[src/rtl/fifo_hex_uart_tx_if.sv]
// fifo_hex_uart_tx_if: FIFO read-port bundle between the debug FIFO and its drain.
// master = draining consumer, slave = FIFO read side.
interface fifo_hex_uart_tx_if;
  logic       fifo_rempty;
  logic       fifo_rinc;
  logic [7:0] fifo_rdata;

  modport master (
    input  fifo_rempty,
    input  fifo_rdata,
    output fifo_rinc
  );

  modport slave (
    output fifo_rempty,
    output fifo_rdata,
    input  fifo_rinc
  );
endinterface

[src/rtl/fifo_hex_uart_tx.sv]
// fifo_hex_uart_tx: pops debug FIFO bytes and serialises them as 8N1 UART frames.
// FIFO_HEX_UART_HEX_EN defined: hex-ASCII + separators/CRLF; undefined: raw bytes.
module fifo_hex_uart_tx #(
  parameter int CLK_DIV        = 868,
  parameter int BYTES_PER_LINE = 16
) (
  input  logic               rclk,
  input  logic               rrst_n,
  fifo_hex_uart_tx_if.master fifo,
  output logic               uart_tx,
  output logic               busy,
  output logic [15:0]        byte_cnt
);
  localparam int DW = $clog2(CLK_DIV);
  localparam logic [DW-1:0] DIV_MAX = DW'(CLK_DIV - 1);

  localparam logic [2:0] IDLE  = 3'd0;
  localparam logic [2:0] POP   = 3'd1;
  localparam logic [2:0] LATCH = 3'd2;
  localparam logic [2:0] SEND  = 3'd3;
  localparam logic [2:0] NEXT  = 3'd4;

  logic [2:0]    r_state;
  logic          r_arm;
  logic [DW-1:0] r_div;
  logic [3:0]    r_bit;
  logic [9:0]    r_shift;
  logic [15:0]   r_byte_cnt;

  logic       w_last;
  logic [7:0] w_first;
  logic [7:0] w_next;

`ifdef FIFO_HEX_UART_HEX_EN
  localparam int LW = $clog2(BYTES_PER_LINE + 1);
  localparam logic [LW-1:0] LINE_MAX = LW'(BYTES_PER_LINE - 1);

  logic [7:0]    r_byte_q;
  logic [1:0]    r_idx;
  logic [LW-1:0] r_line;
  logic          w_eol;

  function automatic logic [7:0] f_hex(input logic [3:0] n);
    return (n < 4'd10) ? (8'h30 + {4'h0, n})
                       : (8'h37 + {4'h0, n});
  endfunction

  assign w_eol   = (r_line == LINE_MAX);
  assign w_last  = w_eol ? (r_idx == 2'd3)
                         : (r_idx == 2'd2);
  assign w_first = f_hex(fifo.fifo_rdata[7:4]);

  // character following the one at r_idx
  always_comb begin
    w_next = 8'h0A;
    unique case (r_idx)
      2'd0:    w_next = f_hex(r_byte_q[3:0]);
      2'd1:    w_next = w_eol ? 8'h0D : 8'h20;
      default: w_next = 8'h0A;
    endcase
  end

  always_ff @(posedge rclk or negedge rrst_n) begin
    if (!rrst_n) begin
      r_byte_q <= '0;
      r_idx    <= '0;
      r_line   <= '0;
    end else begin
      if (r_state == LATCH) begin
        r_byte_q <= fifo.fifo_rdata;
        r_idx    <= '0;
      end
      if (r_state == NEXT) begin
        if (!w_last)
          r_idx <= r_idx + 2'd1;
        else
          r_line <= w_eol ? '0 : r_line + 1'b1;
      end
    end
  end
`else
  assign w_last  = 1'b1;
  assign w_first = fifo.fifo_rdata;
  assign w_next  = fifo.fifo_rdata;
`endif

  always_ff @(posedge rclk or negedge rrst_n) begin
    if (!rrst_n) begin
      r_state    <= IDLE;
      r_arm      <= 1'b0;
      r_div      <= '0;
      r_bit      <= '0;
      r_shift    <= '1;
      r_byte_cnt <= '0;
    end else begin
      r_arm <= 1'b1;
      unique case (r_state)
        IDLE: begin
          if (r_arm && !fifo.fifo_rempty)
            r_state <= POP;
        end
        POP: r_state <= LATCH;
        LATCH: begin
          r_shift <= {1'b1, w_first, 1'b0};
          r_div   <= '0;
          r_bit   <= '0;
          r_state <= SEND;
        end
        SEND: begin
          if (r_div == DIV_MAX) begin
            r_div <= '0;
            if (r_bit == 4'd9) begin
              r_state <= NEXT;
            end else begin
              r_bit   <= r_bit + 4'd1;
              r_shift <= {1'b1, r_shift[9:1]};
            end
          end else begin
            r_div <= r_div + 1'b1;
          end
        end
        NEXT: begin
          if (!w_last) begin
            r_shift <= {1'b1, w_next, 1'b0};
            r_div   <= '0;
            r_bit   <= '0;
            r_state <= SEND;
          end else begin
            r_byte_cnt <= r_byte_cnt + 16'd1;
            r_state    <= IDLE;
          end
        end
        default: r_state <= IDLE;
      endcase
    end
  end

  assign fifo.fifo_rinc = (r_state == POP);
  assign uart_tx  = (r_state == SEND) ? r_shift[0] : 1'b1;
  assign busy     = (r_state != IDLE);
  assign byte_cnt = r_byte_cnt;

endmodule

[src/flat_wrapper.sv]
// flat-port wrapper written by rule: the top's interface ports become plain ports
module fifo_hex_uart_tx_flat 
#(
  parameter int CLK_DIV        = 868,
  parameter int BYTES_PER_LINE = 16
)
  (rclk, rrst_n, uart_tx, busy, byte_cnt, fifo_fifo_rempty, fifo_fifo_rdata, fifo_fifo_rinc);
  fifo_hex_uart_tx_if fifo_i ();
  input  logic rclk;
  input  logic rrst_n;
  output logic uart_tx;
  output logic busy;
  output logic [15:0] byte_cnt;
  input wire logic [$bits(fifo_i.fifo_rempty)-1:0] fifo_fifo_rempty;
  input wire logic [$bits(fifo_i.fifo_rdata)-1:0] fifo_fifo_rdata;
  output wire logic [$bits(fifo_i.fifo_rinc)-1:0] fifo_fifo_rinc;
  assign fifo_i.fifo_rempty = fifo_fifo_rempty;
  assign fifo_i.fifo_rdata = fifo_fifo_rdata;
  assign fifo_fifo_rinc = fifo_i.fifo_rinc;
  fifo_hex_uart_tx #(.CLK_DIV(CLK_DIV), .BYTES_PER_LINE(BYTES_PER_LINE)) u_core (.rclk(rclk), .rrst_n(rrst_n), .fifo(fifo_i), .uart_tx(uart_tx), .busy(busy), .byte_cnt(byte_cnt));
endmodule
[config.mk]
export PLATFORM = sky130hd
export DESIGN_NAME = fifo_hex_uart_tx_flat
export DESIGN_NICKNAME = d
export VERILOG_FILES = /design/src/rtl/fifo_hex_uart_tx_if.sv /design/src/rtl/fifo_hex_uart_tx.sv /design/src/flat_wrapper.sv
export SDC_FILE = /design/constraint.sdc
export NUM_CORES = 1
export LEC_CHECK = 0
export BUFFER_PORTS_ARGS = -buffer_cell sky130_fd_sc_hd__buf_2
export CORE_MARGIN = 1
export CORE_UTILIZATION = 35
export CTS_BUF_LIST = sky130_fd_sc_hd__clkbuf_8
export DETAILED_ROUTE_END_ITERATION = 10
export GPL_TIMING_DRIVEN = 0
export SYNTH_ARGS = -nofsm -noshare
export SYNTH_HDL_FRONTEND = slang
export SYNTH_SLANG_ARGS = --single-unit
[constraint.sdc]
create_clock -name rclk -period 1.7 [get_ports rclk]
set_input_delay 0.17 -clock rclk [delete_from_list [all_inputs] [get_ports rclk]]
set_output_delay 0.17 -clock rclk [all_outputs]
set_load 0.02 [all_outputs]
==> results of run 1 <==
## stage by stage
step | std cells | utilization (%) | power [mW] | TNS (ns)
floorplan | 192 | - | 1.075 | 0
global placement | 293 | 41.45 | 1.110 | -1.761
detailed placement | 293 | 41.45 | 1.111 | -2.171
CTS | 310 | 45.91 | 1.930 | -0.01019
global route | 317 | 47.99 | 1.979 | -0.02694
finish | 317 | 47.99 | 1.904 | 0
## layout make-up
type                            instances  area [um^2]  share of cell area (%)
Clock inverter                          3        43.79                   1.617
Clock buffer                            5        68.82                   2.542
Multi-Input combinational cell        133         1031                   38.08
Sequential cell                        43         1091                   40.30
Tap cell                               72        90.09                   3.327
Buffer                                  9        71.32                   2.634
Timing Repair Buffer                   46        289.0                   10.67
Inverter                                6        22.52                  0.8318
## worst max-delay path: stages (launching register included)
cell and delay, ns:
sky130_fd_sc_hd__dfrtp_1 0.33, sky130_fd_sc_hd__buf_4 0.16, sky130_fd_sc_hd__and3b_1 0.19, sky130_fd_sc_hd__buf_6 0.14, sky130_fd_sc_hd__o21ai_4 0.11, sky130_fd_sc_hd__or4_4 0.50, sky130_fd_sc_hd__a21oi_2 0.14
## cell usage in the layout, fill, tap and decap left out, drive strengths merged, types with 2 or more instances in the layout
master / instances
clkinv: 2
and4: 2
nand4: 6
mux2i: 2
xnor2: 12
and3: 7
nor3: 2
ha: 4
a21oi: 5
o211ai: 2
inv: 6
nand2b: 3
dfstp: 9
buf: 51
nand3: 11
nor2: 5
nand2: 17
o31ai: 2
o21ai: 10
o311ai: 4
a31oi: 3
dfrtp: 34
clkbuf: 9
xor2: 4
or3: 7
nor3b: 2
o221a: 6
## power by group through the flow
stage          Combinational [mW]  Sequential, mW  Clock, mW
3_5_place_dp               0.0451            1.07          0
4_1_cts                    0.0454            1.05      0.839
6_report                   0.0437            1.05      0.814
3_3_place_gp               0.0445            1.07          0
2_1_floorplan              0.0112            1.06          0
5_1_grt                    0.0502            1.05      0.881
## logic make-up (layout without fill, tap and decap cells)
logic type | count (synthesis) | count (layout) | synth area share, %
fa+ha+maj | 4 | 4 | 2.382
other cells | 1 | 1 | 0.1785
mux | 3 | 3 | 1.489
xor+xnor | 16 | 16 | 6.670
buf+inv | 16 | 69 | 4.228
compound gates | 39 | 39 | 13.88
flops | 43 | 43 | 51.76
simple gates | 70 | 70 | 19.42
## sequential cells by signal (all words and copies together) (netlist names)
name	count
u_core.r_arm	1
u_core.r_bit	4
u_core.byte_cnt	16
u_core.r_div	10
u_core.r_state	3
u_core.r_shift	9
## final timing paths
kind | to | slack [ns] | cells after the start
hold / removal | u_core.r_div[2] | 0.02 | 1
setup reg to reg | u_core.r_bit[3] | 0.06 | 6
min in group rclk | u_core.r_shift[8] | 0.11 | 3
max in group asynchronous | u_core.r_state[2] | 1.02 | 1
hold reg to reg | u_core.byte_cnt[15] | 0.47 | 1
setup / recovery | u_core.r_bit[3] | 0.06 | 6
## metal layers
layer,global-route usage (%),vias to the layer above
li1,-,805
met4,7.455,0
met5,0,-
met2,24.79,30
met3,4.343,8
met1,18.97,828
## what timing repair did
action                                  in CTS  in global routing
gates resized for setup                     11                 16
pin swaps                                    4                  5
endpoints found under the setup margin      23                 17
setup buffers                                9                  8
==> implementation parameters, run 1 <==
Parameter                              Value

Yosys
  Post-synthesis cell area ... 2101 um^2
  Most instantiated flip-flop cell in the synthesis netlist ... sky130_fd_sc_hd__dfrtp_1
  Area fraction of the dominant cell type after synthesis ... 40.50%
  Fraction of the yosys area taken by sequential cells ... between 50% and 60%
  Ranking of synthesized cells by area ... sky130_fd_sc_hd__dfrtp_1 41%, sky130_fd_sc_hd__dfstp_2 11%, sky130_fd_sc_hd__xnor2_1 5.0%, sky130_fd_sc_hd__o221a_2 3.2%, sky130_fd_sc_hd__nand2_1 3.0%
  Post-synth ARST share ... 100.0%
  Syn nets ... 207
  Leading area contributor after synthesis ... sky130_fd_sc_hd__dfrtp_1
  Most common cell in the synthesized netlist ... sky130_fd_sc_hd__dfrtp_1
  Most frequent cells after synthesis ... 34 x sky130_fd_sc_hd__dfrtp_1, 17 x sky130_fd_sc_hd__nand2_1, 12 x sky130_fd_sc_hd__xnor2_1
  Synthesis Warnings ... 0
  Post-synthesis register bit count ... 43
  Post-synth EDFFs ... 0
  Post-Syn Area per Cell ... 10.94 um^2
  Synthesized instance count ... 192
  Distinct cells, synth ... approximately 50

STA
  Worst relative slew slack ... 35.68%
  Worst hold slack ... 0.02329 ns
  Setup violation total in the final timing report ... 0
  Final cycle utilization of the critical path ... approximately 96%
  Final critical-path setup slack ... 0.06457 ns
  Upper clock frequency limit ... 611.5 MHz
  Hold Vio Cnt, Final ... 0
  Transition time at the pin with the least slew margin ... 0.9647 ns
  Final slew viol count ... 0
  Clk_skew ... 0.01247 ns
  Unrepaired setup endpoints after global routing ... yes
  Post-layout min period ... 1.635 ns

CTS
  Clock tree from TritonCTS ... yes
  CTS sink cnt ... 43
  Number of buffers inserted by hold repair at cts ... 0
  Clock network latency to the later pin of the worst-skew pair ... between 0.3 and 0.4 ns
  Clock-pin slew reported for the worst setup and hold paths after clock tree synthesis ... 0.08 ns
  Maximum number of buffers from clock root to sink ... 2
  Clk Tree Root Cell ... sky130_fd_sc_hd__clkbuf_8
  H-tree Lvls ... 2
  Number of buffers inserted during clock tree synthesis ... 5

GRT
  First-pass GRT wire length ... 7369 um
  Global route total overflow ... 0
  Via count of the first global-routing pass ... 1545
  Overall routing resource usage ... 15.44%
  Antenna violations before repair ... 0
  Maximum number of pins on one net before global-route repair ... 44

Setup path
  WS Path Type ... flop to flop
  Startpoint of the most critical register-to-register path ... u_core.r_state[1]
  Kind of start point of the critical path ... flop
  Critical path required time ... approximately 1.9 ns
  Peak fanout along the critical path ... 8
  Kind of capture point of the worst setup path ... flop
  Launch point of the worst path ... u_core.r_state[1]
  Data arrival time of the worst path ... ~1.9 ns

Cells and area
  Area of all placed cells without fillers ... around 2700 um^2
  Fraction of final layout cells with drive strength greater than 1 ... about two fifths
  Area added between synthesis and finish ... 28.89%
  Number of inserted diodes ... 0
  Post-layout nets ... 259
  Number of filler instances in the final layout ... 528

Die
  Number of cell rows ... 27
  Die span in x ... 79.48 um
  Die Outline Area ... between 6000 and 7000 um^2
  Number of top-level design ports ... 30
  Area of the core ... 5642 um^2
  Y dimension of the die ... between 70 and 80 um
  Initial standard-cell utilization of the core ... 37.24%

Power and ir drop
  Share of total power in sequential cells ... between 50% and 60%
  Proportion of power drawn by combinational gates ... under 10%
  Pwr per Cell Area ... approximately 700 nW/um^2
  Net switching share of the total power ... 21.47%
  Clock power frac ... approximately 43%
  Largest vdd supply drop ... 0.2906 mV
  LEAKAGE ... about 1.3 nW
  Internal portion of total power ... 1.495 mW
  Reported net switching power ... a little over 0.4 mW

Detailed routing
  Aggregate routed wire length ... 4609 um
  Drt via density ... about 5.3
  Detailed-route via count ... 1671
  Top metal layer carrying routed signals ... met4
  Antenna violation net count after detailed routing ... 0
  Remaining routing DRC violations ... 0
  Average detailed-routed wire length per instance ... 14.54 um
  Met1 layer wirelength in the final routing ... 2164 um
  DR pass1 iterations ... 4
  First-iteration detailed-routing DRC count ... 88
  Met3 wire length ... between 150 and 200 um
  Met2 layer wire length in the routed design ... 2181 um

Placement
  Final weighted congestion in routability-driven placement ... 0.7500
  Port Buf Inserts ... 29
  Pre-CTS WS ... -0.2040 ns
  Detailed placement HPWL ... 2891 um
  Placed Area ... 2338 um^2

Worst hold path
  Hold Crit Class ... input pin to asynchronous set/reset pin

Flow run
  Number of max-cap violations ... 0

Outcome
  Run status ... complete, no violations
Power figures use the tool's default switching activity.
==> inputs of run 2 (changes only) <==
--- a/config.mk
+++ b/config.mk
@@ -5,6 +5,7 @@
 export SDC_FILE = /design/constraint.sdc
 export NUM_CORES = 1
 export LEC_CHECK = 0
+export ABC_AREA = 1
 export BUFFER_PORTS_ARGS = -buffer_cell sky130_fd_sc_hd__buf_2
 export CORE_MARGIN = 1
 export CORE_UTILIZATION = 35
==> constraint.sdc (replaced) <==
create_clock -name rclk -period 1.4 [get_ports rclk]
set_input_delay 0.14 -clock rclk [delete_from_list [all_inputs] [get_ports rclk]]
set_output_delay 0.14 -clock rclk [all_outputs]
set_load 0.02 [all_outputs]
==> implementation parameters, run 2 <==
Parameter                              Value

CTS
  Clock network latency to the later pin of the worst-skew pair ... 0.30 ns (about the same)
  CTS sink cnt ... 43 (unchanged)
  H-tree Lvls ... 2 (unchanged)
  Clock-pin slew reported for the worst setup and hold paths after clock tree synthesis ... 0.09 ns (about the same)
  Number of buffers inserted during clock tree synthesis ... 5 (unchanged)
  Clock tree from TritonCTS ... yes
  Clk Tree Root Cell ... sky130_fd_sc_hd__clkbuf_8
  Number of buffers inserted by hold repair at cts ... 0 (unchanged)
  Maximum number of buffers from clock root to sink ... 2 (unchanged)

Yosys
  Dominant combinational cell family by area after synthesis ... simple AND/OR/NAND/NOR gates
  Area fraction of the dominant cell type after synthesis ... 36.70% (-3.8 points)
  Distinct cells, synth ... 28 (-45%)
  Post-Syn Area per Cell ... 7.652 um^2 (-30%)
  Ranking of synthesized cells by area ... sky130_fd_sc_hd__dfrtp_1 37%, sky130_fd_sc_hd__nand2_1 18%, sky130_fd_sc_hd__dfstp_2 10%, sky130_fd_sc_hd__nand3_1 7.8%, sky130_fd_sc_hd__inv_1 5.2%
  Syn nets ... 318 (+54%)
  Most instantiated flip-flop cell in the synthesis netlist ... sky130_fd_sc_hd__dfrtp_1
  Post-synth ARST share ... 100.0% (unchanged)
  Leading area contributor after synthesis ... sky130_fd_sc_hd__dfrtp_1
  Synthesized instance count ... 303 (+58%)
  Share of cell area taken by muxes after synthesis ... 0% (-1.5 points)
  Post-synth EDFFs ... 0 (unchanged)
  Post-synthesis cell area ... 2318 um^2 (+10%)
  Compound-cell area share of the yosys netlist ... 3.022% (-11 points)
  Synth Area in XOR/XNOR ... 4.911% (-1.8 points)
  Fraction of the yosys area taken by sequential cells ... 46.90% (-4.9 points)
  Synthesis Warnings ... 0 (unchanged)
  Post-synthesis register bit count ... 43 (unchanged)
  Most common cell in the synthesized netlist ... sky130_fd_sc_hd__nand2_1
  Most frequent cells after synthesis ... 111 x sky130_fd_sc_hd__nand2_1, 36 x sky130_fd_sc_hd__nand3_1, 34 x sky130_fd_sc_hd__dfrtp_1
  Basic-gate share of the synthesized area counting and, or, nand and nor cells ... 36.21% (+17 points)
  Adder-Cell Fraction of Synth Area ... 2.159% (-0.22 points)

Placement
  Final weighted congestion in routability-driven placement ... 0.7747 (+3.3%)
  Placed Cells ... 409 (+40%)
  Pre-CTS WS ... -0.2521 ns (-0.04801 ns)
  Detailed placement HPWL ... 3474 um (+20%)
  Port Buf Inserts ... 29 (unchanged)

Die
  Die span in x ... 83.39 um (+4.9%)
  Initial standard-cell utilization of the core ... 36.30% (-0.93 points)
  Y dimension of the die ... 83.39 um (+4.9%)
  Number of top-level design ports ... 30 (unchanged)
  Number of cell rows ... 29 (+7.4%)
  Area of the core ... 6386 um^2 (+13%)
  Die Outline Area ... 6954 um^2 (+10%)

STA
  Setup violation total in the final timing report ... 3 (+3)
  Worst hold slack ... -0.02497 ns (-0.04825 ns)
  Unrepaired setup endpoints after global routing ... yes
  Final cycle utilization of the critical path ... 102.6%
  Post-layout min period ... 1.437 ns
  Final slew viol count ... 0 (unchanged)
  Hold Vio Cnt, Final ... 20 (+20)
  Final critical-path setup slack ... -0.03653 ns (-0.1011 ns)
  Clk_skew ... 0.007312 ns (-0.005162 ns)
  Worst relative slew slack ... 36.97% (+1.3 points)
  Upper clock frequency limit ... 696.1 MHz
  Transition time at the pin with the least slew margin ... 0.9455 ns (-0.01925 ns)

Cells and area
  Number of inserted diodes ... 0 (unchanged)
  Number of flip-flops under the largest register name ... 16 (unchanged)
  Final non-filler cell total ... 439 (+38%)
  Fraction of final layout cells with drive strength greater than 1 ... 32.32% (-7.7 points)
  Most frequent cells in the layout ... 105 x sky130_fd_sc_hd__nand2_1, 30 x sky130_fd_sc_hd__nand3_1, 30 x sky130_fd_sc_hd__dfrtp_1
  Commonest non-fill, non-tap cell in the layout ... sky130_fd_sc_hd__nand2_1
  Area added between synthesis and finish ... 31.03%
  Post-layout nets ... 376 (+45%)

Outcome
  Run status ... complete, but fails checks
  Violations in the final reports ... hold timing, setup timing

Setup path
  WS Path Type ... flop to output port
  Data arrival time of the worst path ... 1.30 ns (-0.57 ns)
  Peak fanout along the critical path ... 2 (-6)
  Critical path required time ... 1.26 ns (-0.67 ns)
  Number of cells traversed by the worst register-to-register path ... 5 (-1)
  Kind of start point of the critical path ... flop
  Kind of capture point of the worst setup path ... output port

Detailed routing
  Drt via density ... 4.722 (-10%)
  Antenna violation net count after detailed routing ... 0 (unchanged)
  Aggregate routed wire length ... 5289 um (+15%)
  First-iteration detailed-routing DRC count ... 124 (+41%)
  Remaining routing DRC violations ... 0 (unchanged)
  DR pass1 iterations ... 4 (unchanged)
  Average detailed-routed wire length per instance ... 12.05 um (-17%)
  Detailed-route via count ... 2073 (+24%)

GRT
  Global routing usage on met1 ... 22.17% (+3.2 points)
  Global route total overflow ... 0 (unchanged)
  GRT met3 Usage ... 3.678% (-0.66 points)
  First-pass GRT wire length ... 9059 um (+23%)
  Overall routing resource usage ... 16.17% (+0.73 points)
  Maximum number of pins on one net before global-route repair ... 44 (unchanged)
  Most used routing layer ... met2
  Met2 Track Usage GR ... 25.04% (+0.25 points)
  Antenna violations before repair ... 0 (unchanged)
  Via count of the first global-routing pass ... 1988 (+29%)

Power and ir drop
  Pwr per Cell Area ... 761.6 nW/um^2 (+8.3%)
  Largest vdd supply drop ... 0.7029 mV (+140%)
  Reported net switching power ... 0.4975 mW (+22%)
  LEAKAGE ... 1.490 nW (+19%)
  Net switching share of the total power ... 21.50% (+0.030 points)
  Proportion of power drawn by combinational gates ... 2.5% (+0.2 points)
  Clock power frac ... 42.6% (about the same)
  Share of total power in sequential cells ... 54.9% (about the same)
  Internal portion of total power ... 1.816 mW (+21%)

Worst hold path
  Hold Crit Class ... input pin to asynchronous set/reset pin

Flow run
  Number of max-cap violations ... 0 (unchanged)
-- run 2: cell types whose count changed after synthesis, moves of 4 or more --
cell	change
sky130_fd_sc_hd__or3_1	-7
sky130_fd_sc_hd__nand3_1	+26
sky130_fd_sc_hd__inv_1	+26
sky130_fd_sc_hd__nor2_1	+18
sky130_fd_sc_hd__and3_1	-7
sky130_fd_sc_hd__a21oi_1	-5
sky130_fd_sc_hd__o221a_2	-6
sky130_fd_sc_hd__nand2_1	+94
sky130_fd_sc_hd__xnor2_1	-5
sky130_fd_sc_hd__o311ai_0	-4
-- run 2: cell families (layout without fill, tap and decap cells) --
group	count (synthesis)	in the layout
AOI/OAI and AO/OA	13	13
other	1	1
DFF	43	43
xor gates and xnor gates	13	13
and+or+nand+nor	191	191
buffers and inverters	38	97
adders and majority gates	4	4
-- run 2: power by group through the flow --
stage | logic (mW) | clock network, mW | registers (mW)
2_1_floorplan | 0.0205 | 0 | 1.29
4_1_cts | 0.0624 | 1.01 | 1.27
3_5_place_dp | 0.0620 | 0 | 1.29
5_1_grt | 0.0710 | 1.05 | 1.27
3_3_place_gp | 0.0610 | 0 | 1.29
6_report | 0.0587 | 0.985 | 1.27
-- run 2: what timing repair did --
| action | 4_1_cts | 5_1_grt |
|---|---|---|
| setup buffers | 12 | 11 |
| endpoints found under the setup margin | 29 | 34 |
| cloned | 0 | 1 |
| gates resized for setup | 23 | 39 |
| pin swaps | 8 | 19 |
-- run 2: cell type report --
type                       count  area, um^2
fill                         622        3348
inverter                      34       132.6
buffer                         3       21.27
tap                           77       96.34
clock inverter                 3       43.79
timing repair buffer          52       347.8
sequential                    43        1092
clock buffer                   5       68.82
multi-input combinational    222        1235
-- run 2: metrics by stage --
stage / power, mW / utilization (%) / cell area, um^2 / TNS [ns] / hold WS [ns]
6_report: 2.314 / 47.57 / 3038 / -0.1043 / -0.02497
4_1_cts: 2.342 / 44.40 / 2835 / -0.1750 / 0.02295
5_1_grt: 2.392 / 47.57 / 3038 / -1.309 / 0.06378
2_1_floorplan: 1.313 / - / 2321 / 0 / -0.1556
3_5_place_dp: 1.356 / 40.13 / 2562 / -2.887 / 0.3503
3_3_place_gp: 1.354 / 40.13 / 2562 / -3.512 / 0.3487
-- run 2: worst max-delay path, stage by stage, from the launching register on --
cell and delay, ns:
sky130_fd_sc_hd__dfrtp_2 0.44, sky130_fd_sc_hd__nor2_4 0.13, sky130_fd_sc_hd__inv_2 0.05, sky130_fd_sc_hd__or2_1 0.24
sky130_fd_sc_hd__buf_6 0.14
-- run 2: final timing paths --
kind,from,endpoint,slack [ns]
worst min-delay path,rrst_n,u_core.byte_cnt[11],-0.02
max in group asynchronous,rrst_n,u_core.r_state[1],0.76
worst max register to register,u_core.r_state[1],u_core.byte_cnt[4],-0.03
min in group rclk,fifo_fifo_rdata[7],u_core.r_shift[8],0.12
worst min register to register,u_core.r_shift[0],u_core.r_shift[0],0.49
worst max-delay path,u_core.r_state[2],uart_tx,-0.04
-- run 2: routing by layer --
layer | part of all wire, % | vias up
met2 | 47 | 31
li1 | - | 1065
met1 | 47 | 971
met5 | 0 | -
met3 | 3.7 | 6
met4 | 1.4 | 0
